==> src/rtl/data_sync_tx.sv <==
// Source-domain launcher for a multi-bit CDC bus: holds a word on unsync_bus and
// frames it with a registered bus_enable level (setup, hold, gap) so each word yields one destination pulse.
module data_sync_tx #(
    parameter int BUS_WIDTH   = 8,
    parameter int HOLD_CYCLES = 4,
    parameter int GAP_CYCLES  = 4
) (
    input  logic                 CLK,
    input  logic                 RST,
    input  logic [BUS_WIDTH-1:0] tx_data,
    input  logic                 tx_valid,
    output logic                 tx_ready,
    output logic [BUS_WIDTH-1:0] unsync_bus,
    output logic                 bus_enable,
    output logic                 tx_done,
    output logic                 busy
);

    localparam int MAX_CYCLES = (HOLD_CYCLES > GAP_CYCLES) ? HOLD_CYCLES : GAP_CYCLES;
    localparam int CNT_W      = $clog2(MAX_CYCLES) + 1;

    localparam logic [CNT_W-1:0] CNT_ZERO  = CNT_W'(0);
    localparam logic [CNT_W-1:0] CNT_ONE   = CNT_W'(1);
    localparam logic [CNT_W-1:0] HOLD_LOAD = CNT_W'(HOLD_CYCLES - 1);
    localparam logic [CNT_W-1:0] GAP_LOAD  = CNT_W'(GAP_CYCLES - 1);

    typedef enum logic [1:0] {
        ST_IDLE  = 2'd0,
        ST_SETUP = 2'd1,
        ST_HOLD  = 2'd2,
        ST_GAP   = 2'd3
    } state_t;

    state_t                 state_q, state_d;
    logic [CNT_W-1:0]       cnt_q, cnt_d;
    logic [BUS_WIDTH-1:0]   bus_q, bus_d;
    logic                   en_q, en_d;
    logic                   done_q, done_d;
    logic                   ready_q, ready_d;
    logic                   busy_q, busy_d;

    // Next-state, counter and next-output computation; outputs are the flop values.
    always_comb begin
        state_d = state_q;
        cnt_d   = cnt_q;
        bus_d   = bus_q;
        en_d    = 1'b0;
        done_d  = 1'b0;

        case (state_q)
            ST_IDLE: begin
                // Capture only at the accept edge; later tx_data changes never reach the bus.
                if (tx_valid) begin
                    bus_d   = tx_data;
                    state_d = ST_SETUP;
                end else begin
                    state_d = ST_IDLE;
                end
            end
            ST_SETUP: begin
                state_d = ST_HOLD;
                cnt_d   = HOLD_LOAD;
                en_d    = 1'b1;
            end
            ST_HOLD: begin
                if (cnt_q == CNT_ZERO) begin
                    state_d = ST_GAP;
                    cnt_d   = GAP_LOAD;
                    en_d    = 1'b0;
                end else begin
                    cnt_d   = cnt_q - CNT_ONE;
                    en_d    = 1'b1;
                end
            end
            ST_GAP: begin
                // Data stays on the bus through the gap so the destination never sees it move near an edge.
                if (cnt_q == CNT_ZERO) begin
                    state_d = ST_IDLE;
                    cnt_d   = CNT_ZERO;
                    done_d  = 1'b1;
                end else begin
                    cnt_d   = cnt_q - CNT_ONE;
                end
            end
            default: begin
                state_d = ST_IDLE;
                cnt_d   = CNT_ZERO;
            end
        endcase

        ready_d = (state_d == ST_IDLE);
        busy_d  = (state_d != ST_IDLE);
    end

    // State and output registers; reset drops bus_enable immediately, abandoning any word in flight.
    always_ff @(posedge CLK or negedge RST) begin
        if (!RST) begin
            state_q <= ST_IDLE;
            cnt_q   <= CNT_ZERO;
            bus_q   <= {BUS_WIDTH{1'b0}};
            en_q    <= 1'b0;
            done_q  <= 1'b0;
            ready_q <= 1'b1;
            busy_q  <= 1'b0;
        end else begin
            state_q <= state_d;
            cnt_q   <= cnt_d;
            bus_q   <= bus_d;
            en_q    <= en_d;
            done_q  <= done_d;
            ready_q <= ready_d;
            busy_q  <= busy_d;
        end
    end

    assign unsync_bus = bus_q;
    assign bus_enable = en_q;
    assign tx_done    = done_q;
    assign tx_ready   = ready_q;
    assign busy       = busy_q;

endmodule
==> config.mk <==
export PLATFORM = sky130hd
export DESIGN_NAME = data_sync_tx
export DESIGN_NICKNAME = d
export VERILOG_FILES = /design/src/rtl/data_sync_tx.sv
export SDC_FILE = /design/constraint.sdc
export NUM_CORES = 1
export LEC_CHECK = 0
export BUFFER_PORTS_ARGS = -buffer_cell sky130_fd_sc_hd__buf_2
export CORE_MARGIN = 5
export CORE_UTILIZATION = 48
export CTS_CLUSTER_DIAMETER = 60
export DETAILED_ROUTE_END_ITERATION = 16
export PLACE_DENSITY = 0.78
export SLEW_MARGIN = 10
export SYNTH_ARGS = -nofsm -noshare
export SYNTH_HDL_FRONTEND = slang
export SYNTH_SLANG_ARGS = --single-unit
==> constraint.sdc <==
create_clock -name CLK -period 1.8 [get_ports CLK]
set_input_delay 0.18 -clock CLK [delete_from_list [all_inputs] [get_ports CLK]]
set_output_delay 0.18 -clock CLK [all_outputs]
set_load 0.005 [all_outputs]
==> results of run 1 <==
[worst max-delay path: stages, from the launching register on]
cell     delay, ps
dfrtp_1        420
inv_1          100
ha_1           320
mux2i_1        220
o21ai_2        100
a221o_1        260
[report_power, final]
group	switching [mW]	internal, mW
combinational	0.293	0.331
sequential	0.102	0.549
clock	0.116	0.0824
[final cells by class]
class                   instances  area (um^2)
multi-input cells              38        322.8
flip-flops and latches         17        426.7
well taps                      16        20.02
inverters                       3        11.26
fillers                       134        578.1
clock inverters                 1        5.005
clock buffers                   3        22.52
repair buffers                 23        120.1
[Yosys cell counts]
master and n:
a21boi_0 1, a21oi_1 2, a221o_1 1, a221oi_1 1, and2_1 1, buf_2 1, dfrtp_1 16, dfstp_2 1
ha_1 5, inv_1 3, mux2_2 9, mux2i_1 1, nand2_1 3, nor2_1 1, nor2b_1 2, nor3_1 1
nor3_4 1, o21ai_0 2, o21ai_1 2, o21ai_2 1, o22ai_1 2, o32a_1 1, or3_1 1
[flip-flops by register name, indices dropped and copies added, names as in the netlist]
signal      cells
unsync_bus      8
cnt_q           3
state_q         2
bus_enable      1
busy            1
tx_done         1
tx_ready        1
[final timing paths]
path,slack (ps),cells after the start,end
worst max-delay path,280,5,busy$_DFF_PN0_
worst min-delay path,90,2,tx_ready$_DFF_PN1_
worst max register to register,280,5,busy$_DFF_PN0_
worst min register to register,510,1,unsync_bus[6]$_DFFE_PN0P_
max in group asynchronous,1160,2,tx_ready$_DFF_PN1_
min in group asynchronous,340,2,unsync_bus[6]$_DFFE_PN0P_
[kinds of logic (layout without fill, tap and decap cells)]
group           count (synthesis)  after routing  share of synthesized area
flops                          17             17                     0.5572
buf+inv                         4             30                    0.02123
mux                            10             10                     0.1454
simple gates                   10             10                    0.08007
compound gates                 13             13                     0.1144
fa+ha+maj                       5              5                    0.08170
[per-stage QoR]
| step | total power, mW | cell area (um^2) | instances | setup WS [ps] |
|---|---|---|---|---|
| final | 1.473 | 928.4 | 101 | 283.6 |
| after global placement | 1.255 | 890.9 | 96 | 322.7 |
| after floorplan | 1.065 | 765.7 | 59 | 371.4 |
| after global routing | 1.608 | 928.4 | 101 | 120.2 |
| after CTS | 1.491 | 928.4 | 101 | 283.6 |
| after detailed placement | 1.291 | 890.9 | 96 | 294.5 |
[routing by layer]
layer | part of all wire | vias up
met5 | 0 | -
met4 | 0 | 0
met3 | 0.12 | 0
met2 | 0.45 | 25
met1 | 0.43 | 250
li1 | - | 263
[what timing repair did]
action	CTS	global route
hold buffers	1	0
hold endpoints to repair	16	0
endpoints found under the setup margin	0	0
==> metrics, run 1 <==
port bufs=22; layout cells sized above 1=0.4471; max cap viols=0; ranking of synthesized cells by area=dfrtp_1 52%, mux2_2 13%, ha_1 8.2%, dfstp_2 3.4%, nor3_4 2.1%; Setup TNS Final=0 ps; worst rel slew slack=0.7528; GR Layer Usage met1=0.1469; CTS tree=done; WS Path Type=flip-flop to flip-flop; hold wc startpoint=tx_valid; H-tree depth=1; number of global-route vias before repair=520; post-layout util=0.6163; worst hold path type=input port to flip-flop; grt met3 use=0.04819; Worst-Margin Slew=about 370 ps; post-CTS sizing=0; met2 global-route usage=0.1780; area leader, netlist=dfrtp_1; Max Slew Vio Count=0; Skew-Pair Late Insertion Delay=approximately 280 ps; Final Setup Violations=0; initial core utilization=0.5083; hpwl dp=about 1.0 mm; largest net degree at the start of global routing=18; Cells after Synth=59; CTS sink cnt=17; Clock Tree Buf Depth=2; static leakage=between 0.4 and 0.5 nW; Num CTS Buffers=3; GR Overflow Total=0; first-pass GRT wire length=2.290 mm; antenna violations before repair=0; IO Count=23; root buffer cell=clkbuf_4; Hold Slack=91.43 ps; area grow syn2layout=21.24%; Avg Cell Area, Syn=roughly 13 um^2; Distinct cells, synth=23; CP Launch Type=flip-flop; power density over the cells=~1600 nW/um^2; FF+latch count, synth=17; Final period util=0.8424; Die ar.=roughly 2500 um^2; fmax=approximately 660 MHz; DRC Markers=0; 1st-iter DRT viols=10; vias=~540; most common cell after layout, fill and taps aside=buf_2; Clk pin slew, worst setup/hold paths=~100 ps; Hold Violations, Final=0; Final Skew=around 7.4 ps; Total Wirelength=between 1 and 1.5 mm; diode count=0; GRT busiest layer=met2; TritonRoute pass-1 iters=4; post-layout min period=about 1500 ps; worst endpoint data arrival time=between 1500 and 2000 ps; Die Ht=~50 um; outcome=completed; Net Count, Synth=between 70 and 80; top cell type's share of synthesized area=0.5229; Post-DRT Antenna Nets=0; FF-to-FF Start=state_q[0]$_DFF_PN0_; register area share after synthesis=0.5572; CP max FO=9; CP Data Required Time=about 2000 ps; routed len/inst=roughly 13 um; RSZ-0062 raised after global routing=no; crit path from=state_q[0]$_DFF_PN0_; Yosys warning count=0; CP endpoint kind=flip-flop; Post-CTS Setup Repair Bufs=0; DR vias/cell=between 5 and 6; Die X=between 40 and 50 um; Max IR drop VDD=903.6 uV; Nets=roughly 100; GRT Total Usage=0.1164; commonest non-fill, non-tap cells in the layout=22 x buf_2, 16 x dfrtp_1, 9 x mux2_2; row cnt=14; Core Region=between 1500 and 2000 um^2; gpl congestion=about 0.82; mapped cell area=approximately 770 um^2
(Power assumes the default switching activity.)
==> inputs of run 2 (changes only) <==
- clock period: 1.8 -> 1.5 ns (I/O delays scaled with it)
==> run 2 against run 1 <==
  * Non-clock buffer count is 2 higher
  * Count of clock-buffer cells in the layout stayed put
  * Wire length is 3.0% higher
  * Largest power group is now combinational logic
  * Highest routed layer is now met4
==> metrics, run 2 (synthesized netlist as in run 1, its figures left out) <==
sequential power share=0.425 (was 0.442); Nets=104 (was 102); Largest register FFs=8 (unchanged); CP endpoint kind=flip-flop (unchanged); WS Path Type=flip-flop to flip-flop (unchanged); Max IR drop VDD=859.0 uV (was 903.6 uV); DR vias/cell=5.214 (was 5.327); max cap viols=0 (unchanged); post-layout min period=1379 ps (was 1516 ps); FF-to-FF Start=state_q[1]$_DFF_PN0_ (was state_q[0]$_DFF_PN0_); IO Count=23 (unchanged); hpwl dp=1.072 mm (was 1.036 mm); delay of the slowest critical-path stage=450 ps (was 420 ps); first-pass GRT wire length=2.373 mm (was 2.290 mm); worst hold path type=input port to flip-flop (unchanged); DP Area=905.9 um^2 (was 890.9 um^2); initial core utilization=0.5083 (unchanged); GRT Total Usage=0.1218 (was 0.1164); Hold Violations, Final=0 (unchanged); routed len/inst=13.54 um (was 13.42 um); row cnt=14 (unchanged); CTS sink cnt=17 (unchanged); Core Region=1506 um^2 (unchanged); power density over the cells=1913 nW/um^2 (was 1586 nW/um^2); number of global-route vias before repair=533 (was 520); Total Wirelength=1.395 mm (was 1.355 mm); diode count=0 (unchanged); Post-DRT Antenna Nets=0 (unchanged); H-tree depth=1 (unchanged); outcome=completed (unchanged); Die Ht=49.94 um (unchanged); worst endpoint data arrival time=1560 ps (was 1690 ps); CP Launch Type=flip-flop (unchanged); most common cell after layout, fill and taps aside=buf_2 (unchanged); static leakage=0.4502 nW (was 0.4422 nW); CP Data Required Time=1680 ps (was 1970 ps); fin area=949.7 um^2 (was 928.4 um^2); Worst-Margin Slew=361.7 ps (was 370.8 ps); Clk pin slew, worst setup/hold paths=100 ps (about the same); Endpoint, Worst Hold=tx_ready$_DFF_PN1_ (unchanged); Seq. cell area=427.9 um^2 (was 426.7 um^2); Setup TNS Final=0 ps (unchanged); Final Setup Violations=0 (unchanged); port bufs=22 (unchanged); Post-CTS Setup Repair Bufs=0 (unchanged); R2R depth=4 (was 5); antenna violations before repair=0 (unchanged); Hold Crit Depth=2 (unchanged); worst rel slew slack=0.7588 (was 0.7528); RSZ-0062 raised after global routing=no (unchanged); root buffer cell=clkbuf_4 (unchanged); Comb pwr share=0.444 (was 0.424); GR Overflow Total=0 (unchanged); NetSw=631.5 uW (was 510.0 uW); layout cells sized above 1=0.4943 (was 0.4471); largest net degree at the start of global routing=18 (unchanged); fmax=725.4 MHz (was 659.5 MHz); final-layout fill cell count=123 (was 134); P_int=1.185 mW (was 962.5 uW); Die X=49.94 um (unchanged); 1st-iter DRT viols=8 (was 10); commonest non-fill, non-tap cells in the layout=22 x buf_2, 15 x dfrtp_1, 9 x mux2_2 (was 22 x buf_2, 16 x dfrtp_1, 9 x mux2_2); gpl congestion=0.7604 (was 0.8232); Num CTS Buffers=3 (unchanged); Overall Power=1.816 mW (was 1.473 mW); highest-delay cell along the critical path=dfrtp_2 (was dfrtp_1); TritonRoute pass-1 iters=3 (was 4); CTS tree=done (unchanged); r2r setup slk=120 ps (was 280 ps); R2R Path End=busy$_DFF_PN0_ (unchanged); area of the multi-input gates=327.8 um^2 (was 322.8 um^2); vias=537 (was 538); DRC Markers=0 (unchanged); critical-path cell list=inv_1 -> ha_1 -> nor2b_1 -> a221o_1 (was inv_1 -> ha_1 -> mux2i_1 -> o21ai_2 -> a221o_1); Die ar.=2494 um^2 (unchanged); Clock Tree Buf Depth=2 (unchanged); hold wc startpoint=tx_valid (unchanged); CP max FO=7 (was 9); Final period util=0.9190 (was 0.8424); clock power share=0.131 (was 0.134); Skew-Pair Late Insertion Delay=280 ps (about the same); Max Slew Vio Count=0 (unchanged); area grow syn2layout=24.02% (was 21.24%); Final Skew=6.832 ps (was 7.381 ps); sw frac=0.3477 (was 0.3464)
[run 2: cell types whose count changed in the layout (fill, tap and decap cells not counted)]
| cell | delta |
|---|---|
| dfrtp_2 | +1 |
| nand2_2 | +1 |
| nand2_1 | -1 |
| ha_2 | +1 |
| buf_4 | +2 |
| dfrtp_1 | -1 |
| ha_1 | -1 |
[run 2: cell type report]
type	count	area share
inverter	3	0.01186
multi-input combinational	38	0.3452
tap	16	0.02108
sequential	17	0.4506
clock buffer	3	0.02372
timing repair buffer	25	0.1423
clock inverter	1	0.005270
[run 2: power groups by stage]
stage | combinational, mW | sequential [mW] | clock (mW)
after global routing | 0.893 | 0.802 | 0.275
after global placement | 0.774 | 0.770 | 0
final | 0.806 | 0.772 | 0.239
after CTS | 0.803 | 0.770 | 0.249
after floorplan | 0.479 | 0.799 | 0
after detailed placement | 0.799 | 0.781 | 0
[run 2: stage by stage]
stage / instances / hold WS [ps] / setup slack (ps) / util
6_report: 103 / 62.75 / 121.5 / 0.6304
5_1_grt: 103 / 69.97 / 14.88 / 0.6304
4_1_cts: 103 / 44.66 / 6.400 / 0.6262
3_5_place_dp: 98 / 84.43 / 26.82 / 0.6013
3_3_place_gp: 98 / 87.53 / 87.05 / 0.6013
2_1_floorplan: 59 / -145.6 / 71.36 / -
[run 2: worst max path at each step]
stage          slack [ps]                        end                 start  depth (start not counted)
3_5_place_dp           30  unsync_bus[3]$_DFFE_PN0P_  state_q[1]$_DFF_PN0_                          4
2_1_floorplan          70       cnt_q[0]$_DFFE_PN0N_  state_q[0]$_DFF_PN0_                          6
5_1_grt                10         tx_ready$_DFF_PN1_  state_q[1]$_DFF_PN0_                          4
3_3_place_gp           90  unsync_bus[2]$_DFFE_PN0P_  state_q[1]$_DFF_PN0_                          4
6_report              120             busy$_DFF_PN0_  state_q[1]$_DFF_PN0_                          4
4_1_cts                 6  unsync_bus[3]$_DFFE_PN0P_  state_q[1]$_DFF_PN0_                          4
[run 2: worst max-delay path, delay by kind of cell (launching register included)]
family          cells  cell delay (ps)
compound gates      1              320
fa+ha+maj           1              290
buf+inv             1              110
flops               1              450
simple gates        1               90
[run 2: repair_timing]
action	in CTS	in global routing
endpoints found under the setup margin	0	10
hold buffers	1	0
resized for setup	0	3
hold endpoints to repair	16	0
[run 2: metal layers]
| layer | part of all wire | vias up | track usage |
|---|---|---|---|
| met3 | 0.085 | 2 | 0.04217 |
| met1 | 0.45 | 250 | 0.1559 |
| li1 | - | 266 | - |
| met5 | 0 | - | 0 |
| met2 | 0.46 | 19 | 0.1907 |
| met4 | 0.0050 | 0 | 0.03930 |
==> inputs of run 3 (changes only) <==
- ABC_AREA: unset -> 1
==> run 3 against run 2 <==
  * Sequential cell count stayed put
  * Sequential power is 2% lower
  * Worst hold slack better by 26 ps
  * Global-route usage decreased by 0.40 points
==> metrics, run 3 <==
row cnt=14 (unchanged); Num CTS Buffers=3 (unchanged); TritonRoute pass-1 iters=5 (was 3); number of global-route vias before repair=566 (was 533); Worst-Margin Slew=361.3 ps (was 361.7 ps); antenna violations before repair=0 (unchanged); ranking of synthesized cells by area=dfrtp_1 51%, mux2_2 12%, ha_1 8.0%, inv_1 4.3%, nand2_1 3.8% (was dfrtp_1 52%, mux2_2 13%, ha_1 8.2%, dfstp_2 3.4%, nor3_4 2.1%); worst hold path type=input port to flip-flop (unchanged); GR Overflow Total=0 (unchanged); CP Data Required Time=1680 ps (about the same); Commonest cells post-synth=16 x dfrtp_1, 9 x inv_1, 8 x mux2_2, 8 x nand2_1, 7 x nor2_1 (was 16 x dfrtp_1, 9 x mux2_2, 5 x ha_1); H-tree depth=1 (unchanged); P_int=1.157 mW (was 1.185 mW); Post-DRT Antenna Nets=0 (unchanged); top_reg_cell synth=dfrtp_1 (unchanged); Synth Area in Simple Gates=0.1741 (was 0.08007); Final Setup Violations=0 (unchanged); fmax=720.9 MHz (was 725.4 MHz); GRT Total Usage=0.1178 (was 0.1218); Comb pwr share=0.450 (was 0.444); CP Launch Type=flip-flop (unchanged); fraction of the mapped netlist area in adder cells=0.07987 (was 0.08170); Total Wirelength=1.395 mm (unchanged); Post-Synth XOR/XNOR Area=0 (unchanged); Die ar.=2540 um^2 (was 2494 um^2); post-layout util=0.6314 (was 0.6304); Largest register FFs=8 (unchanged); most frequent cell after synthesis=dfrtp_1 (unchanged); Cells after Synth=68 (was 59); Max Slew Vio Count=0 (unchanged); worst rel slew slack=0.7591 (was 0.7588); Post-synth EDFFs=0 (unchanged); area grow syn2layout=22.84% (was 24.02%); Setup TNS Final=0 ps (unchanged); CTS sink cnt=17 (unchanged); largest family of logic cells by synthesized area=simple AND/OR/NAND/NOR gates (was multiplexers); IO Count=23 (unchanged); clock power share=0.132 (was 0.131); initial core utilization=0.5140 (was 0.5083); DRC Markers=0 (unchanged); sw frac=0.3624 (was 0.3477); DR vias/cell=4.973 (was 5.214); Yosys warning count=0 (unchanged); CP max FO=8 (was 7); commonest non-fill, non-tap cells in the layout=22 x buf_2, 16 x dfrtp_1, 9 x inv_1 (was 22 x buf_2, 15 x dfrtp_1, 9 x mux2_2); routed len/inst=12.46 um (was 13.54 um); Nets=113 (was 104); CTS tree=done (unchanged); worst endpoint data arrival time=1570 ps (was 1560 ps); RSZ-0062 raised after global routing=no (unchanged); Hold Violations, Final=0 (unchanged); Distinct cells, synth=16 (was 23); top cell type's share of synthesized area=0.5112 (was 0.5229); first-pass GRT wire length=2.339 mm (was 2.373 mm); diode count=0 (unchanged); port bufs=22 (unchanged); hpwl dp=1.033 mm (was 1.072 mm); area leader, netlist=dfrtp_1 (unchanged); mapped cell area=783.3 um^2 (was 765.7 um^2); compound-cell area share of the yosys netlist=0.04313 (was 0.1144); sequential power share=0.418 (was 0.425); max cap viols=0 (unchanged); Die X=50.40 um (was 49.94 um); Clk pin slew, worst setup/hold paths=90 ps (was 100 ps); largest net degree at the start of global routing=18 (unchanged); layout cells sized above 1=0.4583 (was 0.4943); Skew-Pair Late Insertion Delay=290 ps (was 280 ps); Avg Cell Area, Syn=11.52 um^2 (was 12.98 um^2); Final period util=0.9248 (was 0.9190); vias=557 (was 537); static leakage=0.4890 nW (was 0.4502 nW); Max IR drop VDD=939.0 uV (was 859.0 uV); post-layout min period=1387 ps (was 1379 ps); Core Region=1524 um^2 (was 1506 um^2); most common cell after layout, fill and taps aside=buf_2 (unchanged); power density over the cells=1886 nW/um^2 (was 1913 nW/um^2); FFs w/ async S/R, synth=1.000 (unchanged); Clock Tree Buf Depth=2 (unchanged); final-layout fill cell count=124 (was 123); Final Skew=0.7707 ps (was 6.832 ps); WS Path Type=flip-flop to flip-flop (unchanged); proportion of synthesized area in mux cells=0.1150 (was 0.1454); CP endpoint kind=flip-flop (unchanged); gpl congestion=0.8226 (was 0.7604); Hold Slack=89.15 ps (was 62.75 ps); outcome=completed (unchanged); NetSw=657.6 uW (was 631.5 uW); root buffer cell=clkbuf_4 (unchanged); Die Ht=50.40 um (was 49.94 um); register area share after synthesis=0.5447 (was 0.5572); FF+latch count, synth=17 (unchanged); 1st-iter DRT viols=6 (was 8); Net Count, Synth=84 (was 75)
## run 3: changes by cell type in the layout (fill, tap and decap cells not counted), moves of 2 or more
cell	delta
o21ai_1	-2
inv_1	+6
o22ai_1	-2
nand2_1	+6
a22oi_1	+2
o21ai_0	-2
nor2_1	+6
nor2b_1	-2
nor2_4	+3
## run 3: metrics by stage
step | cell area [um^2] | setup slack (ps) | power [mW] | cells
floorplan | 783.3 | 230.3 | 1.292 | 68
global placement | 913.4 | 139.7 | 1.525 | 106
detailed placement | 913.4 | 117.1 | 1.556 | 106
CTS | 949.7 | 59.29 | 1.804 | 111
global route | 962.2 | 1.285 | 1.976 | 112
finish | 962.2 | 112.9 | 1.814 | 112
## run 3: final timing paths
kind	start	end	slack, ps	depth (start not counted)
max	state_q[1]$_DFF_PN0_	unsync_bus[6]$_DFFE_PN0P_	110	4
min	tx_data[1]	unsync_bus[1]$_DFFE_PN0P_	90	2
max reg2reg	state_q[1]$_DFF_PN0_	unsync_bus[6]$_DFFE_PN0P_	110	4
min reg2reg	unsync_bus[4]$_DFFE_PN0P_	unsync_bus[4]$_DFFE_PN0P_	510	1
max in group asynchronous	RST	tx_ready$_DFF_PN1_	890	2
min in group asynchronous	RST	unsync_bus[3]$_DFFE_PN0P_	310	2
## run 3: power by group through the flow
stage	Sequential [mW]	Clock [mW]	Combinational, mW
floorplan	0.786	0	0.506
global placement	0.763	0	0.762
detailed placement	0.774	0	0.782
CTS	0.764	0.247	0.793
global route	0.789	0.276	0.912
finish	0.759	0.239	0.817
## run 3: logic make-up after synthesis
logic type | count (synthesis)
AO/OA/AOI/OAI | 5
adder cells (fa/ha/maj) | 5
buffers and inverters | 9
flip-flops | 17
multiplexers | 8
AND/OR/NAND/NOR | 24
## run 3: worst max-delay path: stages (launching register included)
cell	delay [ps]
dfrtp_1	440
inv_1	120
ha_1	210
nand2_2	160
mux2_2	350
## run 3: cell type report
class                      count  area, um^2  share of cell area
sequential                    17       426.7              0.4434
timing repair buffer          24       127.6              0.1326
clock buffer                   4       26.28             0.02731
inverter                       9       33.78             0.03511
multi-input combinational     42       327.8              0.3407
tap                           16       20.02             0.02081
## run 3: metal layers
layer,part of all wire,up-vias,track usage,wire length (um)
li1,-,279,-,-
met1,0.38,250,0.1450,528
met2,0.49,23,0.1904,683
met3,0.10,5,0.03550,146
met4,0.026,0,0.05106,36
met5,0,-,0,0
## run 3: what timing repair did
item / 4_1_cts / 5_1_grt
setup endpoints to repair: 0 / 2
setup buffers: 0 / 1
endpoints found under the hold margin: 16 / 0
resized for setup: 0 / 1
hold buffers: 1 / 0
